File: src/rtl/seven_seg_pkg.sv
// seven_seg_pkg: hex glyph table and decode helper for the seven-segment scan driver.
package seven_seg_pkg;

    localparam logic [6:0] SEG_HEX_TABLE [16] = '{
        7'h3F, 7'h06, 7'h5B, 7'h4F, 7'h66, 7'h6D, 7'h7D, 7'h07,
        7'h7F, 7'h6F, 7'h77, 7'h7C, 7'h39, 7'h5E, 7'h79, 7'h71
    };

    localparam logic [7:0] SEG_OFF = 8'h00;

    function automatic logic [6:0] seg_hex_decode(input logic [3:0] nibble);
        return SEG_HEX_TABLE[nibble];
    endfunction

endpackage

File: src/rtl/seven_seg_refresh_timer.sv
// seven_seg_refresh_timer: slot divider, digit scan index, guard window and frame-boundary strobe.
module seven_seg_refresh_timer #(
    parameter int NUM_DIGITS   = 4,
    parameter int CLK_DIV      = 262144,
    parameter int GUARD_CYCLES = 16,
    localparam int DW = $clog2(CLK_DIV),
    localparam int IW = (NUM_DIGITS > 1) ? $clog2(NUM_DIGITS) : 1
) (
    input  logic          cmosClock,
    input  logic          resetN,
    output logic [IW-1:0] digitIdx,
    output logic          guard,
    output logic          frameBoundary
);

    logic [DW-1:0] divider;
    logic          slotTick;
    logic          lastDigit;

    assign slotTick      = divider == DW'(CLK_DIV - 1);
    assign lastDigit     = digitIdx == IW'(NUM_DIGITS - 1);
    assign frameBoundary = slotTick && lastDigit;
    assign guard         = int'(divider) < GUARD_CYCLES;

    always_ff @(posedge cmosClock or negedge resetN) begin
        if (!resetN) begin
            divider  <= '0;
            digitIdx <= '0;
        end else begin
            divider <= slotTick ? '0 : divider + 1'b1;
            if (slotTick)
                digitIdx <= lastDigit ? '0 : digitIdx + 1'b1;
        end
    end

endmodule

File: src/rtl/seven_seg_scan_driver.sv
// seven_seg_scan_driver: multiplexed hex display driver with frame-synchronous double buffering.
// Optional leading-zero suppression when SEVEN_SEG_LEADING_ZERO_BLANK_EN is defined.
module seven_seg_scan_driver
    import seven_seg_pkg::*;
#(
    parameter int NUM_DIGITS   = 4,
    parameter int CLK_DIV      = 262144,
    parameter int GUARD_CYCLES = 16,
    parameter int ACTIVE_LOW   = 1,
    localparam int IW = (NUM_DIGITS > 1) ? $clog2(NUM_DIGITS) : 1
) (
    input  logic                    cmosClock,
    input  logic                    resetN,
    input  logic                    loadValid,
    input  logic [4*NUM_DIGITS-1:0] loadValue,
    input  logic [NUM_DIGITS-1:0]   loadDp,
    input  logic [NUM_DIGITS-1:0]   loadBlank,
    output logic [NUM_DIGITS-1:0]   sevenSegmentEnable,
    output logic [7:0]              sevenSegmentData,
    output logic                    frameDone,
    output logic                    pendingBusy
);

    localparam logic [NUM_DIGITS-1:0] EN_OFF   = (ACTIVE_LOW != 0) ? '1 : '0;
    localparam logic [7:0]            DATA_OFF = (ACTIVE_LOW != 0) ? ~SEG_OFF : SEG_OFF;

    logic [IW-1:0]           digitIdx;
    logic                    guard;
    logic                    frameBoundary;
    logic [4*NUM_DIGITS-1:0] pendValue, shadowValue;
    logic [NUM_DIGITS-1:0]   pendDp, shadowDp;
    logic [NUM_DIGITS-1:0]   pendBlank, shadowBlank;
    logic [NUM_DIGITS-1:0]   autoBlank;
    logic [NUM_DIGITS-1:0]   enActive;
    logic [7:0]              dataActive;
    logic [3:0]              nibble;
    logic                    digitBlank;

    seven_seg_refresh_timer #(
        .NUM_DIGITS  (NUM_DIGITS),
        .CLK_DIV     (CLK_DIV),
        .GUARD_CYCLES(GUARD_CYCLES)
    ) timer (
        .cmosClock    (cmosClock),
        .resetN       (resetN),
        .digitIdx     (digitIdx),
        .guard        (guard),
        .frameBoundary(frameBoundary)
    );

`ifdef SEVEN_SEG_LEADING_ZERO_BLANK_EN
    // Walk down from the top digit; suppression stops at the first non-zero nibble or lit DP.
    always_comb begin
        logic keep;
        keep      = 1'b0;
        autoBlank = '0;
        for (int i = NUM_DIGITS - 1; i > 0; i--) begin
            keep         = keep | (shadowValue[4*i +: 4] != 4'h0) | shadowDp[i];
            autoBlank[i] = !keep;
        end
    end
`else
    assign autoBlank = '0;
`endif

    always_comb begin
        nibble     = shadowValue[4*digitIdx +: 4];
        digitBlank = shadowBlank[digitIdx] | autoBlank[digitIdx];
        enActive   = guard ? '0 : NUM_DIGITS'(1) << digitIdx;
        dataActive = (guard || digitBlank) ? SEG_OFF : {shadowDp[digitIdx], seg_hex_decode(nibble)};
    end

    always_ff @(posedge cmosClock or negedge resetN) begin
        if (!resetN) begin
            pendValue          <= '0;
            pendDp             <= '0;
            pendBlank          <= '0;
            shadowValue        <= '0;
            shadowDp           <= '0;
            shadowBlank        <= '0;
            pendingBusy        <= 1'b0;
            frameDone          <= 1'b0;
            sevenSegmentEnable <= EN_OFF;
            sevenSegmentData   <= DATA_OFF;
        end else begin
            if (loadValid) begin
                pendValue <= loadValue;
                pendDp    <= loadDp;
                pendBlank <= loadBlank;
            end
            // A load landing on the boundary bypasses pending and goes live immediately.
            if (frameBoundary && loadValid) begin
                shadowValue <= loadValue;
                shadowDp    <= loadDp;
                shadowBlank <= loadBlank;
            end else if (frameBoundary && pendingBusy) begin
                shadowValue <= pendValue;
                shadowDp    <= pendDp;
                shadowBlank <= pendBlank;
            end
            pendingBusy        <= frameBoundary ? 1'b0 : (pendingBusy | loadValid);
            frameDone          <= frameBoundary;
            sevenSegmentEnable <= enActive ^ EN_OFF;
            sevenSegmentData   <= dataActive ^ DATA_OFF;
        end
    end

endmodule

File: config.mk
export PLATFORM = sky130hd
export DESIGN_NAME = seven_seg_scan_driver
export DESIGN_NICKNAME = d
export VERILOG_FILES = /design/src/rtl/seven_seg_pkg.sv /design/src/rtl/seven_seg_refresh_timer.sv /design/src/rtl/seven_seg_scan_driver.sv
export SDC_FILE = /design/constraint.sdc
export NUM_CORES = 1
export LEC_CHECK = 0
export BUFFER_PORTS_ARGS = -buffer_cell sky130_fd_sc_hd__buf_2
export CORE_ASPECT_RATIO = 0.9
export CORE_MARGIN = 8
export CORE_UTILIZATION = 40
export CTS_BUF_LIST = sky130_fd_sc_hd__clkbuf_8
export DETAILED_ROUTE_END_ITERATION = 16
export GPL_ROUTABILITY_DRIVEN = 0
export PLACE_DENSITY = 0.59
export SYNTH_ARGS = -nofsm -noshare
export SYNTH_HDL_FRONTEND = slang
export SYNTH_HIERARCHICAL = 1
export SYNTH_SLANG_ARGS = --single-unit
File: constraint.sdc
create_clock -name cmosClock -period 2.35 [get_ports cmosClock]
set_input_delay 0.235 -clock cmosClock [delete_from_list [all_inputs] [get_ports cmosClock]]
set_output_delay 0.235 -clock cmosClock [all_outputs]
set_load 0.02 [all_outputs]
======== Word level (Yosys, flattened, before mapping) ========
Memories as Yosys holds them, arrays and structs flattened.
Cells that the tools add are included.
word-level totals
  logic and storage cells ................. 51
  memories kept ........................... 1
  input bits .............................. 27
  ROM bits ................................ 112
  output and inout bits ................... 14
  register bits ........................... 82
memories
  name             depth  bits a word  rd ports  clocked after memory_dff  write ports  RTL line             source
  (no name shown)  16     7            1         0                         0            seven_seg_pkg.sv:12  return SEG_HEX_TABLE[nibble];
cells by class
  mux-type cells .......................... 19
  bitwise gates (word level) .............. 5
  magnitude comparators ................... 3
  add/sub/neg operators ................... 2
  equality and inequality tests ........... 2
  reduce and logical (&&, ||, !) cells .... 5
  shift operators ......................... 2
operators with widths
  operator                 number
  $mux W16                 2
  $mux W4                  5
  $add A18 B1 Y18 const B  1
  $eq A18 B18 Y1 const B   1
  $lt A18 B5 Y1 const B    1
  $mux W18                 1
  $shiftx A16 B5 Y4        1
  $mux W7                  2
  $mux W8                  1
  $not A8 Y8               1
  $bmux W1 S2              3
  $ge A5 B5 Y1 const B     1
  $not A4 Y5               1
  $mux W1                  4
  $not A4 Y4               1
  $shl A1 B2 Y4 const A    1
  $logic_and A1 B1 Y1      3
  $lt A2 B3 Y1 const B     1
  $add A2 B1 Y2 const B    1
  $eq A2 B2 Y1 const B     1
  $mux W2                  1
  $or A1 B1 Y1             2
  $reduce_bool A2 Y1       1
  $logic_or A1 B1 Y1       1

======== Logic depth before layout (Yosys ltp) ========
Gate-level depths: netlist (run 1).
  depth after elaboration ................. 7
  depth in mapped cells ................... 7
  gate-level depth less buffers ........... 6

======== Cells and area by module ========
The synthesis (run 1) kept the hierarchy.
modules (own cells, without submodules)
  module                   sequential area each (um^2)  cells an instance  area an instance (um^2)  instances
  seven_seg_scan_driver    1566.5                       168                2590.0                   1
  seven_seg_refresh_timer  500.5                        91                 997.2                    1

======== Worst setup path before layout (run 1) ========
No wires, ideal clock.
  path kind ............................... register to register
  from .................................... register timer.digitIdx[0]
  to ...................................... register sevenSegmentData[3]
  path buffers ............................ 1
  period minus slack after synthesis ...... 2043 ps
  stages on the path, launching flop included .. 8
  setup slack ............................. 307 ps
  required time ........................... 2261 ps
  arrival ................................. 1954 ps
  library setup time ...................... 89 ps
  cells stage by stage .................... dfrtp_1 -> buf_6 -> mux4_2 -> inv_1 -> ha_1 -> inv_1 -> mux4_2 -> nand2b_1
on the way
  cells in the longest elaborated chain, start to end .. 7
  elaborated cells between the ends (all ways) .. 13
  those cells by class .................... 1 x shift; 7 x mux; 3 x bitwise; 1 x reduce/logical; 1 x memory
RTL lines
  item                                        RTL line                       source
  start: declaration                          seven_seg_refresh_timer.sv:11  output logic [IW-1:0] digitIdx,
  start signal: assignment                    seven_seg_refresh_timer.sv:32  digitIdx <= lastDigit ? '0 : digitIdx + 1'b1;
  $shiftx A16 B5 Y4                           seven_seg_scan_driver.sv:67    nibble = shadowValue[4*digitIdx +: 4];
  $not A4 Y5 (not written as such)            seven_seg_pkg.sv:12
  $mem_v2 Z16 W7                              n/a
  $mux W7 (not written as such) (2 in a row)  seven_seg_pkg.sv:12
  $mux W8 (*)                                 seven_seg_scan_driver.sv:70    dataActive = (guard || digitBlank) ? SEG_OFF : {shadowDp[digitIdx], seg_hex_decode(nibble)};
  $not A8 Y8 (no line) (*)                    n/a
  end signal: assignment                      seven_seg_scan_driver.sv:104   sevenSegmentData <= dataActive ^ DATA_OFF;
  end: declaration                            seven_seg_scan_driver.sv:19    output logic [7:0] sevenSegmentData,
Mark *: on every way between the ends. The rest lies on a longest branch, timed or not. The select of a mux whose other input is x is not followed.
A chain may end at the register's enable or synchronous reset.

======== Worst setup path after layout (run 1) ========
Same ends and word-level chain as after synthesis.

==> qor.yml, run 1 <==
power_and_ir_drop:
  powerDensity_nw_per_um2: 601.9
  p_seq_frac: 0.582
  p_total_mw: 2.509
  peakVddDrop_mv: 0.2925
  combinationalPowerShare: 0.049
  leakagePower_nw: 1.960
  total_switching_power_uw: 536.9
  clkPwrFrac: 0.368
  sw_frac_of_total: 0.2140
  power.internal_mw: 1.972
worst_setup_path:
  r2r_slack_ns: 0.31
  cpMaxStageDelayCell: "mux4_2"
  slowest_delay_ns: 0.59
  worstSetupPathType: "reg -> reg"
  end_kind: "flip-flop"
  cp_num_buf_inv: 2
  crit_family: "multiplexers"
  worstPathMaxFanout: 5
  required_ns: 2.60
  worstSetupStartpointType: "flip-flop"
  crit_arrival_ns: 2.29
  cp_cell_sequence: "mux4_2, inv_1, ha_1, inv_1, mux4_2, nand2b_1"
floorplan:
  start_util: 0.4148
  dieWidth_um: 115.8
  coreArea_um2: 8648
  io_pins: 41
  die_area_um2: 12260
  fp.dieH_um: 105.8
  fp-row-count: 32
cts:
  cts_tree: "built"
  clockBufferDepth: 2
  worst_skew_pair.late_latency_ns: 0.34
  cts_max_level: 3
  cts_resized: 0
  clkSinkCount: 82
  clk_pin_slew_worst_paths_ns: 0.08
  numCtsBuffers: 9
  clockRootBuffer: "clkbuf_8"
  cts_setup_buffers: 0
logic_synthesis:
  syn_area_um2: 3587
  yosysSeqAreaShare: 0.5762
  ys_ff_latch: 82
  synth_edf_count: 0
  synth_fp_nets: 294
  ys.flop_type: "dfrtp_1"
  synth_cell_types: 38
  syn-instance-count: 259
  synth-warning-count: 6
  synthArstFlopShare: 1.000
  syn_avg_cell_area_um2: 13.85
place:
  dpl-instance-area_um2: 3974
  portBuffers: 40
  dp_hpwl_mm: 4.583
  dp_slack_ns: 0.3068
detailed_routing:
  drt_wl_total_mm: 6.362
  wire_per_inst_um: 14.66
  drt-initial-drc-count: 94
  drcViolationCount: 0
  firstDrtPassIters: 4
  avgViaCountPerCell: 4.816
  antenna_left: 0
  vias: 2090
global_route:
  antenna_found_initial: 0
  grt_overflow: 0
  grt_pass1_vias: 2219
  grt_pass1_wl_mm: 11.02
  gr-usage-all-layers: 0.1134
  grt_start_max_net_pins: 48
sta:
  max_freq_mhz: 490.4
  slew_viol_final: 0
  worstMarginPinSlew_ns: 0.6085
  finalCritPeriodShare: 0.8678
  hold_viol: 0
  setup_tns_ns: 0
  fin_ws_ns: 0.3107
  setup_viol: 0
  finalClockSkew_ns: 0.009901
  maxSlewHeadroom: 0.5943
  period_needed_ns: 2.039
  grt_setup_unrepaired: "no"
finish:
  final_util: 0.4821
  drive_above_1_share: 0.4286
  diodes: 0
  n_fill_cell: 783
  design_area_um2: 4169
  multiInputGateArea_um2: 1440
  final_nets: 345
  seqCellArea_um2: 2067
  areaGrowthSynthToFinish_pct: 16.22
run_status:
  status: "complete, no violations"
worst_hold_path:
  hold_class: "in -> reg"
job:
  drv_cap: 0
==> final cells by class <==
class	count	share of cell area
flip-flops and latches	82	0.4958
multi-input cells	160	0.3454
repair buffers	49	0.07143
clock buffers	12	0.03962
well taps	119	0.03571
inverters	8	0.007203
clock inverters	4	0.004802
==> placed cells by master, fill, tap and decap left out, types with 2 or more instances in the layout <==
master,n
nor4_1,5
xnor2_1,11
xor2_1,4
mux4_2,5
buf_2,39
dfrtp_1,70
buf_4,7
mux4_1,2
buf_12,2
nand3_1,3
a21oi_1,2
nor3_1,7
nor2_1,17
inv_1,10
clkbuf_8,12
ha_1,8
o21ai_0,2
nand2b_1,2
and3_1,3
nor2b_1,7
nand4_1,2
dfstp_2,12
nand2_1,14
mux2_2,49
o221ai_1,4
==> cells by family (layout without fill, tap and decap cells) <==
logic type | after synthesis | after routing | synth area share
AO/OA/AOI/OAI | 12 | 12 | 0.02337
XOR/XNOR | 15 | 15 | 0.03662
adder cells (fa/ha/maj) | 8 | 8 | 0.02790
buffers and inverters | 17 | 73 | 0.02337
flip-flops | 82 | 82 | 0.5762
multiplexers | 57 | 57 | 0.2040
AND/OR/NAND/NOR | 68 | 68 | 0.1085
==> per-stage QoR <==
step | instances | hold slack [ns]
floorplan | 259 | -0.06059
global placement | 417 | 0.2880
detailed placement | 417 | 0.2896
CTS | 434 | 0.1273
global route | 434 | 0.1201
finish | 434 | 0.1454
==> layer usage <==
| layer | up-vias | global-route usage | routed length [um] |
|---|---|---|---|
| met3 | 7 | 0.03651 | 300 |
| met4 | 0 | 0.04163 | 74 |
| li1 | 1016 | - | - |
| met2 | 38 | 0.1630 | 2860 |
| met1 | 1029 | 0.1555 | 3126 |
| met5 | - | 0 | 0 |
==> worst paths after layout <==
path	startpoint	endpoint	cells past startpoint
worst max-delay path	timer/digitIdx[0]	sevenSegmentData[3]	6
worst min-delay path	loadDp[0]	pendDp[0]	2
worst max register to register	timer/digitIdx[0]	sevenSegmentData[3]	6
worst min register to register	pendValue[2]	pendValue[2]	1
max in group asynchronous	resetN	sevenSegmentData[5]	3
min in group asynchronous	resetN	timer/divider[6]	2
==> registers in the layout, indices dropped and copies added (netlist names), 2 cells and up <==
name / cells
timer/divider: 18
shadowValue: 16
shadowDp: 4
pendDp: 4
pendBlank: 4
shadowBlank: 4
sevenSegmentEnable: 4
timer/digitIdx: 2
pendValue: 16
sevenSegmentData: 8
==> synthesized netlist by cell type (2+ instances only) <==
| master | count | share of area |
|---|---|---|
| dfrtp_1 | 70 | 0.49 |
| mux2_2 | 49 | 0.15 |
| nor2_1 | 17 | 0.018 |
| nand2_1 | 14 | 0.015 |
| dfstp_2 | 12 | 0.088 |
| xnor2_1 | 11 | 0.027 |
| ha_1 | 8 | 0.028 |
| inv_1 | 8 | 0.0084 |
| nor2b_1 | 7 | 0.012 |
| nor3_1 | 7 | 0.0098 |
| mux4_2 | 5 | 0.031 |
| nor4_1 | 5 | 0.0087 |
| buf_2 | 4 | 0.0056 |
| o221ai_1 | 4 | 0.0098 |
| xor2_1 | 4 | 0.0098 |
| and3_1 | 3 | 0.0052 |
| nand3_1 | 3 | 0.0042 |
| a21oi_1 | 2 | 0.0028 |
| buf_6 | 2 | 0.0063 |
| clkbuf_1 | 2 | 0.0021 |
| mux4_1 | 2 | 0.015 |
| nand2b_1 | 2 | 0.0035 |
| nand4_1 | 2 | 0.0035 |
| o21ai_0 | 2 | 0.0028 |
==> timing repair <==
item,in CTS,in global routing
hold buffers,1,0
setup endpoints to repair,0,0
hold endpoints to repair,38,0
==> power by group through the flow <==
stage / sequential (mW) / combinational [mW] / clock, mW
2_1_floorplan: 1.49 / 0.0578 / 0
3_3_place_gp: 1.49 / 0.126 / 0
3_5_place_dp: 1.49 / 0.127 / 0
4_1_cts: 1.46 / 0.129 / 0.965
5_1_grt: 1.46 / 0.140 / 1.02
6_report: 1.46 / 0.124 / 0.924
Power figures use the tool's default switching activity.
==> run 2, diff against run 1 <==
SETUP_SLACK_MARGIN = 0.4   (was not set)
==> qor.yml, run 2 (synthesized netlist as in run 1, its figures left out) <==
finish:
  largest_register_ffs: 18  # unchanged
  n_fill_cell: 791  # +1.0%
  regMostFlops: "timer/divider"
  diodes: 0  # unchanged
  largestRegisters: "timer/divider (18), pendValue (16), shadowValue (16)"
  areaGrowthSynthToFinish_pct: 18.84
  drive_above_1_share: 0.4813  # +0.05268
  final_nets: 350  # +1.4%
  final_common_cell: "dfrtp_1"
  layout_common_cells: "dfrtp_1, mux2_2, buf_2"
sta:
  finalCritPeriodShare: 0.8225  # -0.04530
  setup_tns_ns: 0  # unchanged
  grt_setup_unrepaired: "yes"
  slew_viol_final: 0  # unchanged
  period_needed_ns: 1.933  # -0.1065 ns
  whs_ns: 0.1243  # -0.02107 ns
  worstMarginPinSlew_ns: 0.4668  # -0.1418 ns
  finalClockSkew_ns: 0.01324  # +0.003337 ns
  max_freq_mhz: 517.4  # +5.5%
  hold_viol: 0  # unchanged
  maxSlewHeadroom: 0.6888  # +0.09452
  setup_viol: 0  # unchanged
place:
  dp_hpwl_mm: 4.517  # -1.4%
  portBuffers: 40  # unchanged
power_and_ir_drop:
  leakagePower_nw: 1.977  # +0.86%
  peakVddDrop_mv: 0.2481  # -15%
  powerDensity_nw_per_um2: 613.2  # +1.9%
floorplan:
  coreArea_um2: 8648  # unchanged
  io_pins: 41  # unchanged
  fp.dieH_um: 105.8  # unchanged
  dieWidth_um: 115.8  # unchanged
  fp-row-count: 32  # unchanged
  die_area_um2: 12260  # unchanged
  start_util: 0.4148  # unchanged
cts:
  clk_pin_slew_worst_paths_ns: 0.09  # about the same
  clockRootBuffer: "clkbuf_8"
  cts_max_level: 3  # unchanged
  clockBufferDepth: 2  # unchanged
  worst_skew_pair.late_latency_ns: 0.35  # about the same
  cts_tree: "built"
  clkSinkCount: 82  # unchanged
  numCtsBuffers: 9  # unchanged
worst_setup_path:
  worstPathMaxFanout: 5  # unchanged
  required_ns: 2.63  # +0.03 ns
  r2r-start: "timer/digitIdx[0]"
  r2r_slack_ns: 0.42  # +0.11 ns
  end_kind: "flip-flop"
  worstSetupStartpointType: "flip-flop"
  crit_arrival_ns: 2.22  # -0.07 ns
  reg2reg_depth: 4  # -2
  worstSetupPathType: "reg -> reg"
  r2r-end: "sevenSegmentData[3]"
  critPathLaunch: "timer/digitIdx[0]"
global_route:
  grt_pass1_vias: 2235  # +0.72%
  antenna_found_initial: 0  # unchanged
  grt_start_max_net_pins: 83  # +73%
  grt_pass1_wl_mm: 11.45  # +3.9%
  grt_overflow: 0  # unchanged
  gr-usage-all-layers: 0.1180  # +0.004620
detailed_routing:
  firstDrtPassIters: 4  # unchanged
  drcViolationCount: 0  # unchanged
  drt-initial-drc-count: 62  # -34%
  antenna_left: 0  # unchanged
  vias: 2125  # +1.7%
  drt_wl_total_mm: 6.569  # +3.3%
  avgViaCountPerCell: 4.841  # +0.52%
  wire_per_inst_um: 14.96  # +2.1%
worst_hold_path:
  worstHoldEndpoint: "pendDp[0]"
  hold_class: "in -> reg"
  min_from: "loadDp[0]"
  min_path_cells: 2  # unchanged
job:
  drv_cap: 0  # unchanged
run_status:
  status: "complete, no violations"
-- run 2: through the flow --
| stage | std cells | area (um2) | total power, mW | worst slack, ns | util |
|---|---|---|---|---|---|
| detailed placement | 415 | 3979 | 1.615 | 0.2121 | 0.4601 |
| global route | 439 | 4263 | 2.733 | 0.3581 | 0.4929 |
| CTS | 436 | 4232 | 2.666 | 0.3957 | 0.4893 |
| floorplan | 259 | 3607 | 1.543 | 0.3415 | - |
| finish | 439 | 4263 | 2.614 | 0.4172 | 0.4929 |
| global placement | 415 | 3979 | 1.611 | 0.2471 | 0.4601 |
-- run 2: timing repair --
item | 4_1_cts | 5_1_grt
setup endpoints to repair | 7 | 31
hold buffers | 1 | 0
endpoints found under the hold margin | 70 | 0
gates resized for setup | 6 | 3
setup buffers | 4 | 3
-- run 2: area by class of cell --
cell class | count | area [um2] | area share
Multi-Input combinational cell | 160 | 1474 | 0.3458
Clock buffer | 9 | 123.9 | 0.02906
Inverter | 8 | 35.03 | 0.008218
Clock inverter | 7 | 76.32 | 0.01790
Timing Repair Buffer | 54 | 335.3 | 0.07866
Tap cell | 119 | 148.9 | 0.03493
Sequential cell | 82 | 2069 | 0.4855
-- run 2: worst max-delay path by stage --
stage	end	cells after the start	slack [ns]
5_1_grt	sevenSegmentData[3]	6	0.36
3_3_place_gp	sevenSegmentData[3]	6	0.25
6_report	sevenSegmentData[3]	4	0.42
4_1_cts	sevenSegmentData[3]	6	0.40
2_1_floorplan	sevenSegmentData[3]	7	0.34
3_5_place_dp	sevenSegmentData[3]	6	0.21
-- run 2: critical path, stage by stage, from the launching register on --
cell,delay [ns]
dfrtp_2,0.43
mux4_2,0.60
ha_2,0.24
mux4_2,0.45
nand2b_4,0.15
-- run 2: layer usage --
layer,track usage,up-vias,part of all wire
met4,0.06290,0,0.017
met3,0.03137,9,0.057
met5,0,-,0
met1,0.1625,1061,0.49
li1,-,1018,-
met2,0.1650,37,0.44
-- run 2: power breakdown --
group          switching [mW]  leakage [nW]  internal (mW)
logic                  0.0638         0.856         0.0590
registers             0.00881          1.03           1.45
clock network           0.533        0.0962          0.498
total                   0.606          1.98           2.01
==> run 3, diff against run 2 <==
ABC_AREA = 1   (was not set)
clock period = 1.8 ns   (was 2.35 ns; I/O delays follow)
==> qor.yml, run 3 <==
run_status:
  status: "complete, no violations"
logic_synthesis:
  ys.flop_type: "dfrtp_1"
  synthMostInstantiatedCell: "nand2_1"
  yosysTopAreaCell: "dfrtp_1"
  syn_avg_cell_area_um2: 9.218  # -33%
  ys_ff_latch: 82  # unchanged
  synth_cell_types: 33  # -13%
  syn_area_um2: 4093  # +14%
  syn-instance-count: 444  # +71%
  synth_fp_nets: 479  # +63%
  synth_top_area_frac: 0.4280  # -0.06031
  synth-warning-count: 6  # unchanged
  yosys-top-cells-area: "dfrtp_1, nand2_1, dfstp_2"
  synthArstFlopShare: 1.000  # unchanged
  yosysSeqAreaShare: 0.5050  # -0.07117
  synth_edf_count: 0  # unchanged
  synth_top_cells_by_count: "nand2_1, dfrtp_1, nor2_1"
detailed_routing:
  drcViolationCount: 0  # unchanged
  wire_per_inst_um: 13.59  # -9.2%
  drt-initial-drc-count: 108  # +74%
  antenna_left: 0  # unchanged
  drt_wl_total_mm: 8.900  # +35%
  vias: 3077  # +45%
  avgViaCountPerCell: 4.698  # -3.0%
  firstDrtPassIters: 4  # unchanged
sta:
  grt_setup_unrepaired: "yes"
  slew_viol_final: 0  # unchanged
  hold_viol: 0  # unchanged
  finalCritPeriodShare: 0.9589  # +0.1364
  period_needed_ns: 1.726  # -0.2068 ns
  setup_tns_ns: 0  # unchanged
  max_freq_mhz: 579.4  # +12%
  setup_viol: 0  # unchanged
  worstMarginPinSlew_ns: 0.5693  # +0.1026 ns
  maxSlewHeadroom: 0.6205  # -0.06837
  finalClockSkew_ns: 0.008935  # -0.004304 ns
floorplan:
  start_util: 0.4046  # -0.01021
  dieWidth_um: 122.6  # +5.9%
  coreArea_um2: 10120  # +17%
  fp-row-count: 35  # +9.4%
  io_pins: 41  # unchanged
  fp.dieH_um: 112.0  # +5.8%
  die_area_um2: 13730  # +12%
cts:
  worst_skew_pair.late_latency_ns: 0.36  # about the same
  cts_tree: "built"
  clkSinkCount: 82  # unchanged
  clk_pin_slew_worst_paths_ns: 0.08  # about the same
  clockRootBuffer: "clkbuf_8"
  numCtsBuffers: 9  # unchanged
  cts_max_level: 3  # unchanged
  clockBufferDepth: 2  # unchanged
global_route:
  grt_pass1_wl_mm: 15.17  # +32%
  antenna_found_initial: 0  # unchanged
  gr-usage-all-layers: 0.1381  # +0.02014
  grt_pass1_vias: 3195  # +43%
  grt_start_max_net_pins: 38  # -54%
  grt_overflow: 0  # unchanged
power_and_ir_drop:
  p_seq_frac: 0.542  # -0.017
  total_switching_power_uw: 766.5  # +27%
  sw_frac_of_total: 0.2177  # -0.01395
  p_total_mw: 3.520  # +35%
  leakagePower_nw: 2.559  # +29%
  clkPwrFrac: 0.410  # +0.015
  peakVddDrop_mv: 0.5739  # +130%
  powerDensity_nw_per_um2: 678.0  # +11%
  combinationalPowerShare: 0.048  # about the same
  power.internal_mw: 2.754  # +37%
finish:
  largestRegisters: "timer/divider (18), pendValue (16), shadowValue (16)"
  final_util: 0.5133  # +0.02038
  drive_above_1_share: 0.4163  # -0.06490
  n_fill_cell: 971  # +23%
  final_common_cell: "nand2_1"
  layout_common_cells: "nand2_1, dfrtp_1, nor2_1"
  largest_register_ffs: 18  # unchanged
  diodes: 0  # unchanged
  regMostFlops: "timer/divider"
  areaGrowthSynthToFinish_pct: 26.87
  final_nets: 556  # +59%
  seqCellArea_um2: 2072  # +0.12%
  multiInputGateArea_um2: 1984  # +35%
worst_setup_path:
  worstSetupPathType: "reg -> reg"
  crit_arrival_ns: 2.02  # -0.20 ns
  worstSetupStartpointType: "flip-flop"
  end_kind: "flip-flop"
  worstPathMaxFanout: 5  # unchanged
  required_ns: 2.09  # -0.54 ns
place:
  dp_hpwl_mm: 6.271  # +39%
  portBuffers: 40  # unchanged
worst_hold_path:
  hold_class: "in -> reg"
job:
  drv_cap: 0  # unchanged
[run 3: cell types whose count changed after synthesis, moves of 6 or more]
| cell | delta |
|---|---|
| nor2b_1 | -7 |
| nor2_2 | +6 |
| nor2_1 | +48 |
| inv_1 | +30 |
| nand3_1 | +31 |
| nand2_1 | +86 |
| xnor2_1 | -11 |
| nand2_2 | +16 |
| mux2_2 | -25 |
[run 3: path summary, 6_finish.rpt]
| path | slack (ns) | cells past startpoint | from | end |
|---|---|---|---|---|
| setup / recovery | 0.07 | 12 | timer/divider[6] | shadowValue[4] |
| hold / removal | 0.07 | 2 | loadBlank[0] | pendBlank[0] |
| setup reg to reg | 0.07 | 12 | timer/divider[6] | shadowValue[4] |
| hold reg to reg | 0.49 | 2 | shadowBlank[2] | shadowBlank[2] |
| max in group asynchronous | 0.86 | 3 | resetN | sevenSegmentData[4] |
| min in group asynchronous | 0.33 | 2 | resetN | timer/divider[5] |
[run 3: cell type report]
cell class,count,area share
repair buffers,77,0.1111
multi-input cells,307,0.3822
clock buffers,9,0.02386
well taps,129,0.03108
flip-flops and latches,82,0.3990
clock inverters,7,0.01807
inverters,44,0.03470
[run 3: cell families after synthesis]
logic type                 Yosys count  share of synthesized area
buffers and inverters               55                    0.06817
adders and majority gates            8                    0.02446
xor gates and xnor gates             9                    0.01926
muxes                               24                    0.06604
DFF                                 82                     0.5050
AOI/OAI and AO/OA                   17                    0.02293
and+or+nand+nor                    249                     0.2941
[run 3: power by group through the flow]
stage	Combinational, mW	Sequential (mW)	Clock (mW)
after global routing	0.190	1.91	1.55
after floorplan	0.0825	1.94	0
final	0.169	1.91	1.44
after global placement	0.165	1.94	0
after detailed placement	0.166	1.94	0
after CTS	0.171	1.91	1.50
[run 3: stage by stage]
stage / cell area, um2 / instances / setup WS, ns / hold WS, ns
CTS: 5017 / 650 / 0.07671 / 0.05091
detailed placement: 4618 / 621 / 0.02836 / 0.1767
finish: 5192 / 655 / 0.07401 / 0.06749
global placement: 4618 / 621 / 0.07701 / 0.1727
global route: 5192 / 655 / -0.08087 / 0.05114
floorplan: 4210 / 444 / -0.005434 / -0.1156
[run 3: routing by layer]
| layer | vias to the layer above | track usage | share of wire |
|---|---|---|---|
| li1 | 1547 | - | - |
| met1 | 1474 | 0.1780 | 0.47 |
| met4 | 0 | 0.04627 | 0.016 |
| met5 | - | 0 | 0 |
| met2 | 45 | 0.2181 | 0.47 |
| met3 | 11 | 0.03743 | 0.037 |
[run 3: repair_timing]
item	4_1_cts	5_1_grt
hold buffers	1	0
gates resized for setup	15	32
cloned	1	1
hold endpoints to repair	27	0
pin swaps	9	7
setup buffers	11	4
endpoints found under the setup margin	49	54
[run 3: critical path, stage by stage, from the launching register on]
cell       delay (ns)
dfrtp_1          0.43
nand2_1          0.11
nor2_2           0.13
nand2_2          0.09
nor2_4           0.12
nand3_4          0.09
nor2_4           0.12
o21ai_4          0.08
inv_2            0.09
buf_6            0.12
clkbuf_16        0.15
nor2_1           0.04
nor2_1           0.09
